File: src/rtl/vga_draw_arbiter_pkg.sv
// Shared definitions for the VGA draw arbiter: requester indices, FSM state
// encodings, screen geometry and the watchdog counter width helper.
package vga_draw_arbiter_pkg;

   localparam int N_REQ = 3;

   localparam int REQ_BG  = 0;
   localparam int REQ_CLR = 1;
   localparam int REQ_CAR = 2;

   localparam int SCREEN_W      = 160;
   localparam int SCREEN_H      = 120;
   localparam int SCREEN_PIXELS = 19200;

   typedef enum logic [1:0] {
      IDLE    = 2'd0,
      ACTIVE  = 2'd1,
      RELEASE = 2'd2
   } state_e;

   // A one-cycle watchdog still needs a 1-bit counter.
   function automatic int cnt_width(input int max_cycles);
      return (max_cycles > 1) ? $clog2(max_cycles) : 1;
   endfunction

endpackage

File: src/rtl/vga_draw_arbiter_fixed_prio_arbiter.sv
// Combinational fixed-priority pick over the three draw requesters.
// Ports:
//   req - request vector, bit index = requester index
//   gnt - one-hot pick (background > clear > car), zero when req is zero
module fixed_prio_arbiter
   import vga_draw_arbiter_pkg::*;
(
   input  logic [N_REQ-1:0] req,
   output logic [N_REQ-1:0] gnt
);

   always_comb begin
      gnt = '0;
      if (req[REQ_BG]) begin
         gnt[REQ_BG] = 1'b1;
      end else if (req[REQ_CLR]) begin
         gnt[REQ_CLR] = 1'b1;
      end else if (req[REQ_CAR]) begin
         gnt[REQ_CAR] = 1'b1;
      end
   end

endmodule

File: src/rtl/vga_draw_arbiter.sv
// Arbitrates three pixel-drawing engines onto one VGA adapter port.
// A grant is held for a whole job (no pre-emption); the granted engine's
// pixel is registered onto vga_* with one cycle of latency. A job ends on
// job_done (done_pulse), on the granted engine dropping req (abort) or on a
// watchdog timeout (err_pulse).
// Ports:
//   clock, resetn       - system clock, async active-low reset
//   req, job_done       - per-requester request / last-pixel flag
//   req_x/y/colour/plot - per-requester pixel, requester 0 in the LSBs
//   gnt, busy           - current grant and grant-held flag
//   vga_x/y/colour/plot - registered pixel towards the VGA adapter
//   done_pulse, err_pulse - one-cycle job-end indications
//
// state   | meaning
// IDLE    | no grant; arbitrate among req
// ACTIVE  | grant held, pixels forwarded, watchdog counting
// RELEASE | one cycle with gnt=0 carrying done_pulse or err_pulse
module vga_draw_arbiter
   import vga_draw_arbiter_pkg::*;
#(
   parameter int X_W        = 8,
   parameter int Y_W        = 7,
   parameter int C_W        = 3,
   parameter int MAX_CYCLES = SCREEN_PIXELS
) (
   input  logic               clock,
   input  logic               resetn,
   input  logic [N_REQ-1:0]   req,
   input  logic [N_REQ-1:0]   job_done,
   input  logic [3*X_W-1:0]   req_x,
   input  logic [3*Y_W-1:0]   req_y,
   input  logic [3*C_W-1:0]   req_colour,
   input  logic [N_REQ-1:0]   req_plot,
   output logic [N_REQ-1:0]   gnt,
   output logic [X_W-1:0]     vga_x,
   output logic [Y_W-1:0]     vga_y,
   output logic [C_W-1:0]     vga_colour,
   output logic               vga_plot,
   output logic               busy,
   output logic [N_REQ-1:0]   done_pulse,
   output logic               err_pulse
);

   localparam int CNT_W = cnt_width(MAX_CYCLES);
   localparam logic [CNT_W-1:0] CNT_LAST = CNT_W'(MAX_CYCLES - 1);
   localparam logic [CNT_W-1:0] CNT_SAT  = '1;

   state_e           state_q, state_d;
   logic [N_REQ-1:0] gnt_q, gnt_d;
   logic [CNT_W-1:0] cnt_q, cnt_d;
   logic [X_W-1:0]   vga_x_q, vga_x_d;
   logic [Y_W-1:0]   vga_y_q, vga_y_d;
   logic [C_W-1:0]   vga_colour_q, vga_colour_d;
   logic             vga_plot_q, vga_plot_d;
   logic [N_REQ-1:0] done_pulse_q, done_pulse_d;
   logic             err_pulse_q, err_pulse_d;

   logic [N_REQ-1:0] pick;
   logic [X_W-1:0]   sel_x;
   logic [Y_W-1:0]   sel_y;
   logic [C_W-1:0]   sel_colour;
   logic             sel_plot, sel_done, sel_req;

   fixed_prio_arbiter u_prio (
      .req (req),
      .gnt (pick)
   );

   // Granted requester's inputs; gnt_q is one-hot or zero.
   always_comb begin
      sel_x      = '0;
      sel_y      = '0;
      sel_colour = '0;
      for (int i = 0; i < N_REQ; i++) begin
         if (gnt_q[i]) begin
            sel_x      = req_x[i*X_W +: X_W];
            sel_y      = req_y[i*Y_W +: Y_W];
            sel_colour = req_colour[i*C_W +: C_W];
         end
      end
   end

   assign sel_plot = |(gnt_q & req_plot);
   assign sel_done = |(gnt_q & job_done);
   assign sel_req  = |(gnt_q & req);

   always_comb begin
      state_d      = state_q;
      gnt_d        = gnt_q;
      cnt_d        = cnt_q;
      vga_x_d      = vga_x_q;
      vga_y_d      = vga_y_q;
      vga_colour_d = vga_colour_q;
      vga_plot_d   = 1'b0;
      done_pulse_d = '0;
      err_pulse_d  = 1'b0;
      unique case (state_q)
         IDLE: begin
            if (req != '0) begin
               gnt_d   = pick;
               cnt_d   = '0;
               state_d = ACTIVE;
            end
         end
         ACTIVE: begin
            // The pixel sampled in the ending cycle is still forwarded.
            vga_x_d      = sel_x;
            vga_y_d      = sel_y;
            vga_colour_d = sel_colour;
            vga_plot_d   = sel_plot;
            if (cnt_q != CNT_SAT) begin
               cnt_d = cnt_q + 1'b1;
            end
            // job_done wins over a coincident abort or timeout.
            if (sel_done) begin
               done_pulse_d = gnt_q;
               gnt_d        = '0;
               state_d      = RELEASE;
            end else if (!sel_req || (cnt_q == CNT_LAST)) begin
               err_pulse_d = 1'b1;
               gnt_d       = '0;
               state_d     = RELEASE;
            end
         end
         RELEASE: begin
            state_d = IDLE;
         end
         default: begin
            gnt_d   = '0;
            state_d = IDLE;
         end
      endcase
   end

   always_ff @(posedge clock or negedge resetn) begin
      if (!resetn) begin
         state_q      <= IDLE;
         gnt_q        <= '0;
         cnt_q        <= '0;
         vga_x_q      <= '0;
         vga_y_q      <= '0;
         vga_colour_q <= '0;
         vga_plot_q   <= 1'b0;
         done_pulse_q <= '0;
         err_pulse_q  <= 1'b0;
      end else begin
         state_q      <= state_d;
         gnt_q        <= gnt_d;
         cnt_q        <= cnt_d;
         vga_x_q      <= vga_x_d;
         vga_y_q      <= vga_y_d;
         vga_colour_q <= vga_colour_d;
         vga_plot_q   <= vga_plot_d;
         done_pulse_q <= done_pulse_d;
         err_pulse_q  <= err_pulse_d;
      end
   end

   assign gnt        = gnt_q;
   assign busy       = |gnt_q;
   assign vga_x      = vga_x_q;
   assign vga_y      = vga_y_q;
   assign vga_colour = vga_colour_q;
   assign vga_plot   = vga_plot_q;
   assign done_pulse = done_pulse_q;
   assign err_pulse  = err_pulse_q;

endmodule

File: config.mk
export PLATFORM = sky130hd
export DESIGN_NAME = vga_draw_arbiter
export DESIGN_NICKNAME = d
export VERILOG_FILES = /design/src/rtl/vga_draw_arbiter_pkg.sv /design/src/rtl/vga_draw_arbiter_fixed_prio_arbiter.sv /design/src/rtl/vga_draw_arbiter.sv
export SDC_FILE = /design/constraint.sdc
export NUM_CORES = 1
export LEC_CHECK = 0
export ABC_AREA = 1
export ABC_CLOCK_PERIOD_IN_PS = 2300
export CAP_MARGIN = 30
export CORE_ASPECT_RATIO = 1.2
export CORE_MARGIN = 4
export CORE_UTILIZATION = 48
export DETAILED_ROUTE_END_ITERATION = 10
export GPL_TIMING_DRIVEN = 1
export MAX_ROUTING_LAYER = met4
export PLACE_DENSITY = 0.86
export SYNTH_ARGS = -nofsm -noshare
export SYNTH_HDL_FRONTEND = slang
export SYNTH_SLANG_ARGS = --single-unit
export TNS_END_PERCENT = 30
File: constraint.sdc
create_clock -name clock -period 2.3 [get_ports clock]
set_clock_uncertainty 0.05 [all_clocks]
set_input_delay 0.69 -clock clock [delete_from_list [all_inputs] [get_ports clock]]
set_output_delay 0.69 -clock clock [all_outputs]
set_load 0.03 [all_outputs]
==> reports/results.tsv <==
stage	metric	value	unit
sta	worst_slack	58.3	ps
layout	postLayoutCellArea	3500	um^2
clocking	ctsHoldBuffers	0	
clocking	tritoncts	done	
routing	routed_wl	6.47	mm
synthesis	ys_seq_elements	43	
synthesis	ys_seq_area_share	43.9	%
worst_setup_path	endpoint_kind	primary output	
synthesis	synthMostInstantiatedCell	nand2_1	
power_and_ir_drop	comb_power_share	49.5	%
min_path	hold_path_class	primary input to async pin	
layout	finish.utilization	70.8	%
clocking	post-cts-setup-buffers	0	
global_route	first_global_vias	2442	
clocking	cts-root-buf	clkbuf_8	
global_route	grt.total_usage	22.1	%
placement	hpwl	4.77	mm
placement	io_buffers	91	
global_route	grt_max_degree	44	
layout	syn_to_final_growth	42.6	%
routing	drt_iter0_drc	180	
sta	slew_violations	0	
worst_setup_path	slowest_stage	clkdlybuf4s50_1	
synthesis	synth_edf_count	0	
synthesis	ys_warn_count	0	
placement	dpl_cell_area	3380	um^2
clocking	htreeDepth	2	
power_and_ir_drop	p_clk_share	18.6	%
sta	setup_tns	0	ps
placement	pre_cts_ws	150	ps
power_and_ir_drop	power.density	945	nW/um^2
synthesis	synth-main-ff-cell	dfrtp_1	
global_route	grt_pass1_wl	10.6	mm
synthesis	synthArstFlopShare	100	%
worst_setup_path	cp_slowest_stage_delay	720	ps
synthesis	syn_area	2450	um^2
synthesis	yosys-top-cells-count	nand2_1, dfrtp_1, a21oi_1	
sta	max-slew-margin-rel	64.1	%
routing	detail_route.wl_per_cell	13.6	um
layout	post_route_cells_drive_above_1_share	8.63	%
routing	vias_per_cell	5.23	
worst_setup_path	worst-path-buf-inv	1	
die	die_h	86.3	um
layout	final_cells	477	
power_and_ir_drop	p_sw	1.41	mW
sta	hold_viol_final	0	
sta	period_share	97.5	%
sta	rsz0062_at_grt	no	
sta	period_minus_slack	2240	ps
routing	firstDrtPassIters	4	
worst_setup_path	cp_cell_sequence	clkdlybuf4s50_1	
routing	vias	2496	
clocking	clockBufferDepth	2	
die	die_x	73.2	um
worst_setup_path	crit_arrival	1500	ps
synthesis	synth_top_area_share	43.9	%
clocking	cts_inserted_buffers	5	
die	rows	28	
worst_setup_path	worst_setup_path_start_kind	flop	
power_and_ir_drop	power	3.30	mW
synthesis	ys_types	31	
die	dieArea	6320	um^2
global_route	antenna_found_initial	0	
layout	insertedDiodeCount	0	
synthesis	synth_cells	329	
placement	dp.cells	469	
status	outcome	completed	
power_and_ir_drop	internal-power	1.89	mW
worst_setup_path	required	1560	ps
clocking	clock_latency	300	ps
routing	ant_nets	0	
sta	setup_viol	0	
clocking	clkSinkCount	43	
sta	tightest_slew	538	ps
routing	drc	0	
die	pin_count	92	
clocking	cts_resized	0	
sta	hold_slack	393	ps
global_route	grt_overflow	0	
worst_setup_path	crit_type	flop to primary output	
placement	routabilityCongestion	0.825	
synthesis	synth_area_per_cell	7.45	um^2
flow_run	drv_cap	0	
layout	fin_nets	482	
clocking	clkTransAtPathRegs	80	ps
power_and_ir_drop	switching_share	42.8	%
power_and_ir_drop	vdd_drop_max	0.505	mV
worst_setup_path	crit_path_max_fanout	7	
power_and_ir_drop	seqPwrFrac	31.9	%
synthesis	syn-num-nets	395	
die	initial_core_util	49.6	%
power_and_ir_drop	p_leak	1.61	nW
die	core_area	4940	um^2
sta	max_freq	446	MHz
synthesis	netlist_top_cells_area	dfrtp_1, nand2_1, a21oi_1, nand3_1, o21ai_0	
synthesis	synth_top_area_cell	dfrtp_1	
worst_setup_path	path_delay_family	buffers and inverters	
==> cells in the final DEF (no fill, tap or decap), types with 2 or more instances in the layout <==
cell type	instances
dfrtp_1	43
o21ai_1	4
o21ai_0	19
clkbuf_8	6
clkdlybuf4s50_1	87
or2_2	5
inv_1	20
buf_4	7
nand4_1	5
nand3b_1	2
nor2_1	14
a21oi_1	35
xor2_1	4
nand2_1	116
nor2_4	3
o21ai_2	7
nand3_1	25
==> state kept, by name, summed over array words and instances (netlist names) <==
name        cells
gnt             3
cnt_q          15
vga_y           7
state_q         2
vga_plot        1
done_pulse      3
err_pulse       1
vga_x           8
vga_colour      3
==> cell type report <==
class,count,area (um^2)
fillers,389,1440
inverters,20,75.1
repair buffers,96,948
well taps,60,75.1
clock inverters,2,35.0
multi-input cells,250,1200
flip-flops and latches,43,1080
clock buffers,6,82.6
==> cells by family after synthesis <==
family | Yosys count | synth area share (%)
AND/OR/NAND/NOR | 175 | 31.2
adder cells (fa/ha/maj) | 1 | 0.510
flip-flops | 43 | 43.9
buffers and inverters | 36 | 6.99
XOR/XNOR | 5 | 1.79
AO/OA/AOI/OAI | 69 | 15.6
==> power groups by stage <==
stage	registers, mW	logic, mW	clock network, mW
2_1_floorplan	1.29	0.819	0
3_3_place_gp	1.06	1.61	0
3_5_place_dp	1.06	1.65	0
4_1_cts	1.05	1.66	0.625
5_1_grt	1.08	1.78	0.659
6_report	1.05	1.64	0.615
==> per-layer routing <==
| metal | up-vias | wire length [um] | share of wire (%) | global-route usage [%] |
|---|---|---|---|---|
| met5 | - | 0 | 0 | - |
| met4 | 0 | 116 | 1.8 | 7.55 |
| met3 | 9 | 508 | 7.9 | 7.31 |
| met2 | 83 | 3240 | 50 | 37.4 |
| met1 | 1156 | 2600 | 40 | 23.9 |
| li1 | 1248 | - | - | - |
==> worst paths after layout <==
check	depth (start not counted)	endpoint	slack, ps	start
max	1	gnt[0]	60	gnt[0]
min	2	cnt_q[13]	390	resetn
max reg2reg	5	cnt_q[9]	640	state_q[1]
min reg2reg	2	vga_colour[0]	430	vga_colour[0]
max in group asynchronous	2	state_q[1]	1430	resetn
min in group clock	2	vga_colour[0]	430	vga_colour[0]
No activity file was read; power rests on OpenSTA's default activity.
